File: config.mk
export PLATFORM = sky130hd
export DESIGN_NAME = mem_arbiter_flat
export DESIGN_NICKNAME = d
export VERILOG_FILES = /design/src/rtl/mem_arbiter_if.sv /design/src/rtl/mem_arbiter.sv /design/src/flat_wrapper.sv
export SDC_FILE = /design/constraint.sdc
export NUM_CORES = 1
export LEC_CHECK = 0
export ABC_CLOCK_PERIOD_IN_PS = 1700
export CAP_MARGIN = 20
export CORE_MARGIN = 3
export CORE_UTILIZATION = 39
export DETAILED_ROUTE_END_ITERATION = 7
export GPL_TIMING_DRIVEN = 0
export PLACE_DENSITY = 0.88
export SKIP_LAST_GASP = 1
export SLEW_MARGIN = 0
export SYNTH_ARGS = -nofsm -noshare
export SYNTH_HDL_FRONTEND = slang
export SYNTH_SLANG_ARGS = --single-unit
File: constraint.sdc
create_clock -name i_clk -period 1.7 [get_ports i_clk]
set_input_delay 0.34 -clock i_clk [delete_from_list [all_inputs] [get_ports i_clk]]
set_output_delay 0.34 -clock i_clk [all_outputs]
set_load 0.02 [all_outputs]
File: src/rtl/mem_arbiter_if.sv
// Requester-side bus of mem_arbiter: CPU and DMA request/grant/ack handshakes plus the shared read data.
// The arbiter uses the slave modport; the requester side uses the master modport.
interface mem_arbiter_if #(
  parameter int WORD_W = 16,
  parameter int ADDR_W = 16
);
  logic              cpu_req;
  logic              cpu_we;
  logic [ADDR_W-1:0] cpu_addr;
  logic [WORD_W-1:0] cpu_wdata;
  logic              cpu_grant;
  logic              cpu_ack;

  logic              dma_req;
  logic              dma_we;
  logic [ADDR_W-1:0] dma_addr;
  logic [WORD_W-1:0] dma_wdata;
  logic              dma_grant;
  logic              dma_ack;

  logic [WORD_W-1:0] rdata;

  modport slave (
    input  cpu_req, cpu_we, cpu_addr, cpu_wdata,
    input  dma_req, dma_we, dma_addr, dma_wdata,
    output cpu_grant, cpu_ack, dma_grant, dma_ack, rdata
  );

  modport master (
    output cpu_req, cpu_we, cpu_addr, cpu_wdata,
    output dma_req, dma_we, dma_addr, dma_wdata,
    input  cpu_grant, cpu_ack, dma_grant, dma_ack, rdata
  );
endinterface

File: src/rtl/mem_arbiter.sv
// Round-robin CPU/DMA arbiter and 4-state sequencer in front of the single-port data RAM.
// Optional feature: define MEM_ARB_LOCK_EN to add i_cpu_lock (CPU bus locking for atomic RMW).
module mem_arbiter #(
  parameter int WORD_W = 16,
  parameter int ADDR_W = 16
) (
  input  logic              i_clk,
  input  logic              i_rst,
  mem_arbiter_if.slave      bus,
  output logic [ADDR_W-1:0] o_ram_addr,
  output logic [WORD_W-1:0] o_ram_wdata,
  output logic              o_ram_oe,
  output logic              o_ram_we,
  input  logic [WORD_W-1:0] i_ram_rdata,
  output logic [1:0]        o_arb_state
`ifdef MEM_ARB_LOCK_EN
  ,
  input  logic              i_cpu_lock
`endif
);

  typedef enum logic [1:0] {
    ST_IDLE   = 2'd0,
    ST_ADDR   = 2'd1,
    ST_ACCESS = 2'd2,
    ST_ACK    = 2'd3
  } state_t;

  state_t            r_state;
  state_t            w_state_nxt;
  logic              r_owner;   // 0 = CPU, 1 = DMA
  logic              r_last;
  logic              r_we;
  logic [ADDR_W-1:0] r_addr;
  logic [WORD_W-1:0] r_wdata;
  logic [WORD_W-1:0] r_rdata;

  logic w_win;
  logic w_win_dma;
  logic w_dma_req;
  logic w_dma_blocked;

`ifdef MEM_ARB_LOCK_EN
  logic r_locked;
  assign w_dma_blocked = r_locked & i_cpu_lock;
`else
  assign w_dma_blocked = 1'b0;
`endif

  // Next-state and arbitration decision; a winner is only chosen in IDLE
  always_comb begin
    w_state_nxt = r_state;
    w_win       = 1'b0;
    w_win_dma   = 1'b0;
    w_dma_req   = bus.dma_req & ~w_dma_blocked;
    case (r_state)
      ST_IDLE: begin
        if (bus.cpu_req && w_dma_req) begin
          w_win     = 1'b1;
          w_win_dma = ~r_last;
        end else if (bus.cpu_req) begin
          w_win     = 1'b1;
          w_win_dma = 1'b0;
        end else if (w_dma_req) begin
          w_win     = 1'b1;
          w_win_dma = 1'b1;
        end else begin
          w_win     = 1'b0;
          w_win_dma = 1'b0;
        end
        if (w_win) begin
          w_state_nxt = ST_ADDR;
        end else begin
          w_state_nxt = ST_IDLE;
        end
      end
      ST_ADDR:   w_state_nxt = ST_ACCESS;
      ST_ACCESS: w_state_nxt = ST_ACK;
      ST_ACK:    w_state_nxt = ST_IDLE;
      default:   w_state_nxt = ST_IDLE;
    endcase
  end

  // State register plus transaction latches, read capture and round-robin history
  always_ff @(posedge i_clk) begin
    if (i_rst) begin
      r_state <= ST_IDLE;
      r_owner <= 1'b0;
      r_last  <= 1'b1;
      r_we    <= 1'b0;
      r_addr  <= {ADDR_W{1'b0}};
      r_wdata <= {WORD_W{1'b0}};
      r_rdata <= {WORD_W{1'b0}};
`ifdef MEM_ARB_LOCK_EN
      r_locked <= 1'b0;
`endif
    end else begin
      r_state <= w_state_nxt;
      if (w_win) begin
        r_owner <= w_win_dma;
        r_we    <= w_win_dma ? bus.dma_we    : bus.cpu_we;
        r_addr  <= w_win_dma ? bus.dma_addr  : bus.cpu_addr;
        r_wdata <= w_win_dma ? bus.dma_wdata : bus.cpu_wdata;
      end
      if ((r_state == ST_ACCESS) && !r_we) begin
        r_rdata <= i_ram_rdata;
      end
      if (r_state == ST_ACK) begin
        r_last <= r_owner;
      end
`ifdef MEM_ARB_LOCK_EN
      // Releasing the lock hands the next tie to the DMA
      if ((r_state == ST_ACK) && !r_owner && i_cpu_lock) begin
        r_locked <= 1'b1;
      end else if (r_locked && !i_cpu_lock) begin
        r_locked <= 1'b0;
        r_last   <= 1'b0;
      end
`endif
    end
  end

  assign bus.cpu_grant = (r_state != ST_IDLE) && !r_owner;
  assign bus.dma_grant = (r_state != ST_IDLE) &&  r_owner;
  assign bus.cpu_ack   = (r_state == ST_ACK)  && !r_owner;
  assign bus.dma_ack   = (r_state == ST_ACK)  &&  r_owner;
  assign bus.rdata     = r_rdata;
  assign o_ram_oe      = (r_state == ST_ACCESS) && !r_we;
  assign o_ram_we      = (r_state == ST_ACCESS) &&  r_we;
  assign o_ram_addr    = r_addr;
  assign o_ram_wdata   = r_wdata;
  assign o_arb_state   = r_state;

endmodule

File: src/flat_wrapper.sv
// flat-port wrapper written by rule: the top's interface ports become plain ports
module mem_arbiter_flat 
#(
  parameter int WORD_W = 16,
  parameter int ADDR_W = 16
)
  (i_clk, i_rst, o_ram_addr, o_ram_wdata, o_ram_oe, o_ram_we, i_ram_rdata, o_arb_state, bus_cpu_req, bus_cpu_we, bus_cpu_addr, bus_cpu_wdata, bus_dma_req, bus_dma_we, bus_dma_addr, bus_dma_wdata, bus_cpu_grant, bus_cpu_ack, bus_dma_grant, bus_dma_ack, bus_rdata);
  mem_arbiter_if #(.WORD_W(WORD_W), .ADDR_W(ADDR_W)) bus_i ();
  input  logic i_clk;
  input  logic i_rst;
  output logic [ADDR_W-1:0] o_ram_addr;
  output logic [WORD_W-1:0] o_ram_wdata;
  output logic o_ram_oe;
  output logic o_ram_we;
  input  logic [WORD_W-1:0] i_ram_rdata;
  output logic [1:0] o_arb_state;
  input wire logic [$bits(bus_i.cpu_req)-1:0] bus_cpu_req;
  input wire logic [$bits(bus_i.cpu_we)-1:0] bus_cpu_we;
  input wire logic [$bits(bus_i.cpu_addr)-1:0] bus_cpu_addr;
  input wire logic [$bits(bus_i.cpu_wdata)-1:0] bus_cpu_wdata;
  input wire logic [$bits(bus_i.dma_req)-1:0] bus_dma_req;
  input wire logic [$bits(bus_i.dma_we)-1:0] bus_dma_we;
  input wire logic [$bits(bus_i.dma_addr)-1:0] bus_dma_addr;
  input wire logic [$bits(bus_i.dma_wdata)-1:0] bus_dma_wdata;
  output wire logic [$bits(bus_i.cpu_grant)-1:0] bus_cpu_grant;
  output wire logic [$bits(bus_i.cpu_ack)-1:0] bus_cpu_ack;
  output wire logic [$bits(bus_i.dma_grant)-1:0] bus_dma_grant;
  output wire logic [$bits(bus_i.dma_ack)-1:0] bus_dma_ack;
  output wire logic [$bits(bus_i.rdata)-1:0] bus_rdata;
  assign bus_i.cpu_req = bus_cpu_req;
  assign bus_i.cpu_we = bus_cpu_we;
  assign bus_i.cpu_addr = bus_cpu_addr;
  assign bus_i.cpu_wdata = bus_cpu_wdata;
  assign bus_i.dma_req = bus_dma_req;
  assign bus_i.dma_we = bus_dma_we;
  assign bus_i.dma_addr = bus_dma_addr;
  assign bus_i.dma_wdata = bus_dma_wdata;
  assign bus_cpu_grant = bus_i.cpu_grant;
  assign bus_cpu_ack = bus_i.cpu_ack;
  assign bus_dma_grant = bus_i.dma_grant;
  assign bus_dma_ack = bus_i.dma_ack;
  assign bus_rdata = bus_i.rdata;
  mem_arbiter #(.WORD_W(WORD_W), .ADDR_W(ADDR_W)) u_core (.i_clk(i_clk), .i_rst(i_rst), .bus(bus_i), .o_ram_addr(o_ram_addr), .o_ram_wdata(o_ram_wdata), .o_ram_oe(o_ram_oe), .o_ram_we(o_ram_we), .i_ram_rdata(i_ram_rdata), .o_arb_state(o_arb_state));
endmodule
==> flow_summary.toml <==
[worst_setup_path]
r2r_end = "u_core.o_ram_addr[15]"
worstReg2RegStart = "u_core.o_arb_state[0]"
cp_max_fo = 17
r2r_cells = 7
reg2reg_setup_slack_ns = 0.16
arrival_ns = 1.37
crit_type = "reg2out"
required_ns = 1.36
startpoint_type = "flop"
cp-end-kind = "primary output"

[sta]
setup_slack_ns = -0.0129
holdWs_ns = 0.318
hold_viol = 0
fin_crit_sh_pct = 101
final.min_clock_period_ns = 1.71
maxSlewHeadroom_pct = 66.3
rsz0062_at_grt = "true"
max_freq_mhz = 584
skew_ns = 0.00588
slew_violations = 0
tightest_slew_ns = 0.505
finalSetupViolations = 2

[job]
cap_violations = 0

[synth]
syn_area_per_cell_um2 = 8.30
synth_common_cells = "inv_1, dfxtp_1, a21oi_1"
synth_ff_type = "dfxtp_1"
synth_area_leaders = "dfxtp_1, o211a_1, o2111ai_1"
synthArstFlopShare_pct = 0
yosysMostFrequentCell = "inv_1"
syn_inst = 321
ys_seq_area_share_pct = 39.8
syn_nets = 411
synth_seq_cells = 53
synth_top_area_share_pct = 39.8
synth_area_leader_cell = "dfxtp_1"
synth-edff-count = 0
yosysWarnings = 0
ys_types = 22
synth.cell_area_um2 = 2660

[finish]
drive_gt1_share_pct = 10.8
syn_to_final_growth_pct = 63.4
num_antenna_cells = 0
finish.utilization_pct = 67.0
layout.nets = 560
instances_no_fill = 548

[route]
wl_per_cell_um = 15.1
vias = 2818
ant_nets = 0
drc_errors = 0
dr.pass1.iters = 4
drt_iter0_markers = 66
viasPerCell = 5.14
wl_um = 8300

[place]
pre_cts_slack_ns = -0.431
place_hpwl_um = 6250
place.gp.congestion = 0.757
dp.cells = 537
port_buffers = 139

[die]
ios = 142
coreArea_um2 = 6490
die_h_um = 88.6
initial_core_util_pct = 41.0
row_count = 29
die_x_um = 88.6
design.die.area_um2 = 7860

[min_path]
worstHoldStart = "i_rst"
whs_path_depth = 2
min_to = "u_core.o_arb_state[1]"
hp-class = "in2reg"

[power]
p_leak_nw = 1.95
p_total_mw = 5.42
powerDensity_nw_per_um2 = 1250
ir_drop_v = 0.000620

[outcome]
violations = "negative setup slack"
status = "finished, violations left"

[cts]
cts_buffers = 5
htreeDepth = 2
worstSkewPairLatency_ns = 0.30
clock-sinks = 53
path_clk_slew_ns = 0.10
clockBufferDepth = 2
tritoncts = "built"
clockRootBuffer = "clkbuf_8"

[global_routing]
grt-ovfl-total = 0
grt_pass1_vias = 2726
grt_antenna_before_repair = 0
grt_usage_pct = 20.0
grt_pass1_wl_um = 12500
grt_max_degree = 20
==> cells in the final DEF, fill, tap and decap left out, types with 2 or more instances in the layout <==
| master | netlist | layout |
|---|---|---|
| dfxtp_1 | 53 | 51 |
| nand2_1 | 34 | 34 |
| buf_6 | 7 | 9 |
| inv_2 | 1 | 3 |
| bufinv_16 | 0 | 2 |
| and2_1 | 2 | 2 |
| clkbuf_8 | 0 | 5 |
| nor2_1 | 4 | 3 |
| buf_4 | 4 | 10 |
| a21oi_1 | 50 | 50 |
| clkdlybuf4s50_1 | 0 | 133 |
| inv_1 | 69 | 67 |
| ha_1 | 4 | 2 |
| clkbuf_1 | 9 | 9 |
| o211a_1 | 33 | 33 |
| buf_2 | 10 | 8 |
| o2111ai_1 | 32 | 32 |
==> what timing repair did <==
| item | CTS | global route |
|---|---|---|
| setup buffers | 0 | 5 |
| pin swaps | 0 | 1 |
| setup endpoints to repair | 6 | 6 |
| gates cloned | 0 | 0 |
| resized for setup | 27 | 15 |
| hold endpoints to repair | 0 | 0 |
| hold buffers | 0 | 0 |
==> layer usage <==
layer / vias up / share of wire (%) / global-route usage [%]
li1: 1395 / - / -
met1: 1300 / 41 / 23.6
met2: 114 / 49 / 35.6
met3: 9 / 7.8 / 6.24
met4: 0 / 1.5 / 4.40
met5: - / 0 / 0
==> how the worst max path moves through the flow <==
stage                    endpoint  slack, ns  cells after the start                   from
detailed placement       o_ram_oe      -0.43                      7  u_core.o_arb_state[0]
floorplan           bus_dma_grant       0.05                      5  u_core.o_arb_state[0]
CTS                      o_ram_oe      -0.24                      7  u_core.o_arb_state[0]
finish                   o_ram_oe      -0.01                      6  u_core.o_arb_state[0]
global route             o_ram_oe       -0.1                      6  u_core.o_arb_state[0]
global placement         o_ram_oe      -0.43                      7  u_core.o_arb_state[0]
==> state kept, by name (all words and copies together) (netlist names) <==
signal / cells
u_core.o_ram_addr: 16
u_core.o_ram_wdata: 16
u_core.o_arb_state: 2
u_core.r_we: 1
u_core.bus.rdata: 16
u_core.r_owner: 1
u_core.r_last: 1
==> per-stage QoR <==
stage / instance area [um2] / TNS, ns
after floorplan: 2670 / 0
after global placement: 4160 / -2.54
after detailed placement: 4160 / -2.56
after CTS: 4290 / -0.255
after global routing: 4350 / -0.172
final: 4350 / -0.0253
==> area by class of cell <==
type / instances / area (um2)
Sequential cell: 53 / 1070
Buffer: 28 / 199
Multi-Input combinational cell: 167 / 1170
Tap cell: 77 / 96.3
Inverter: 71 / 272
Fill cell: 533 / 2140
Clock buffer: 5 / 68.8
Clock inverter: 3 / 65.1
Timing Repair Buffer: 144 / 1420
==> where the power goes <==
part           internal, mW  switching, mW  total [mW]
combinational          1.31           1.38        2.69
sequential             1.56          0.173        1.73
clock                 0.585          0.418        1.00
total                  3.45           1.97        5.42
==> logic make-up (layout without fill, tap and decap cells) <==
logic type                 after synthesis  after routing  share of synthesized area, %
AOI/OAI and AO/OA                      119            119                          34.1
adders and majority gates                4              4                          1.88
buffers and inverters                  101            251                          17.3
DFF                                     53             53                          39.8
and+or+nand+nor                         44             44                          6.90
==> critical path, cell delays in order (launching register included) <==
cell      delay (ns)
dfxtp_2         0.35
inv_2           0.06
ha_4            0.16
nand2b_1        0.08
buf_6           0.13
clkinv_4        0.12
buf_4           0.18
(Power assumes the default switching activity.)
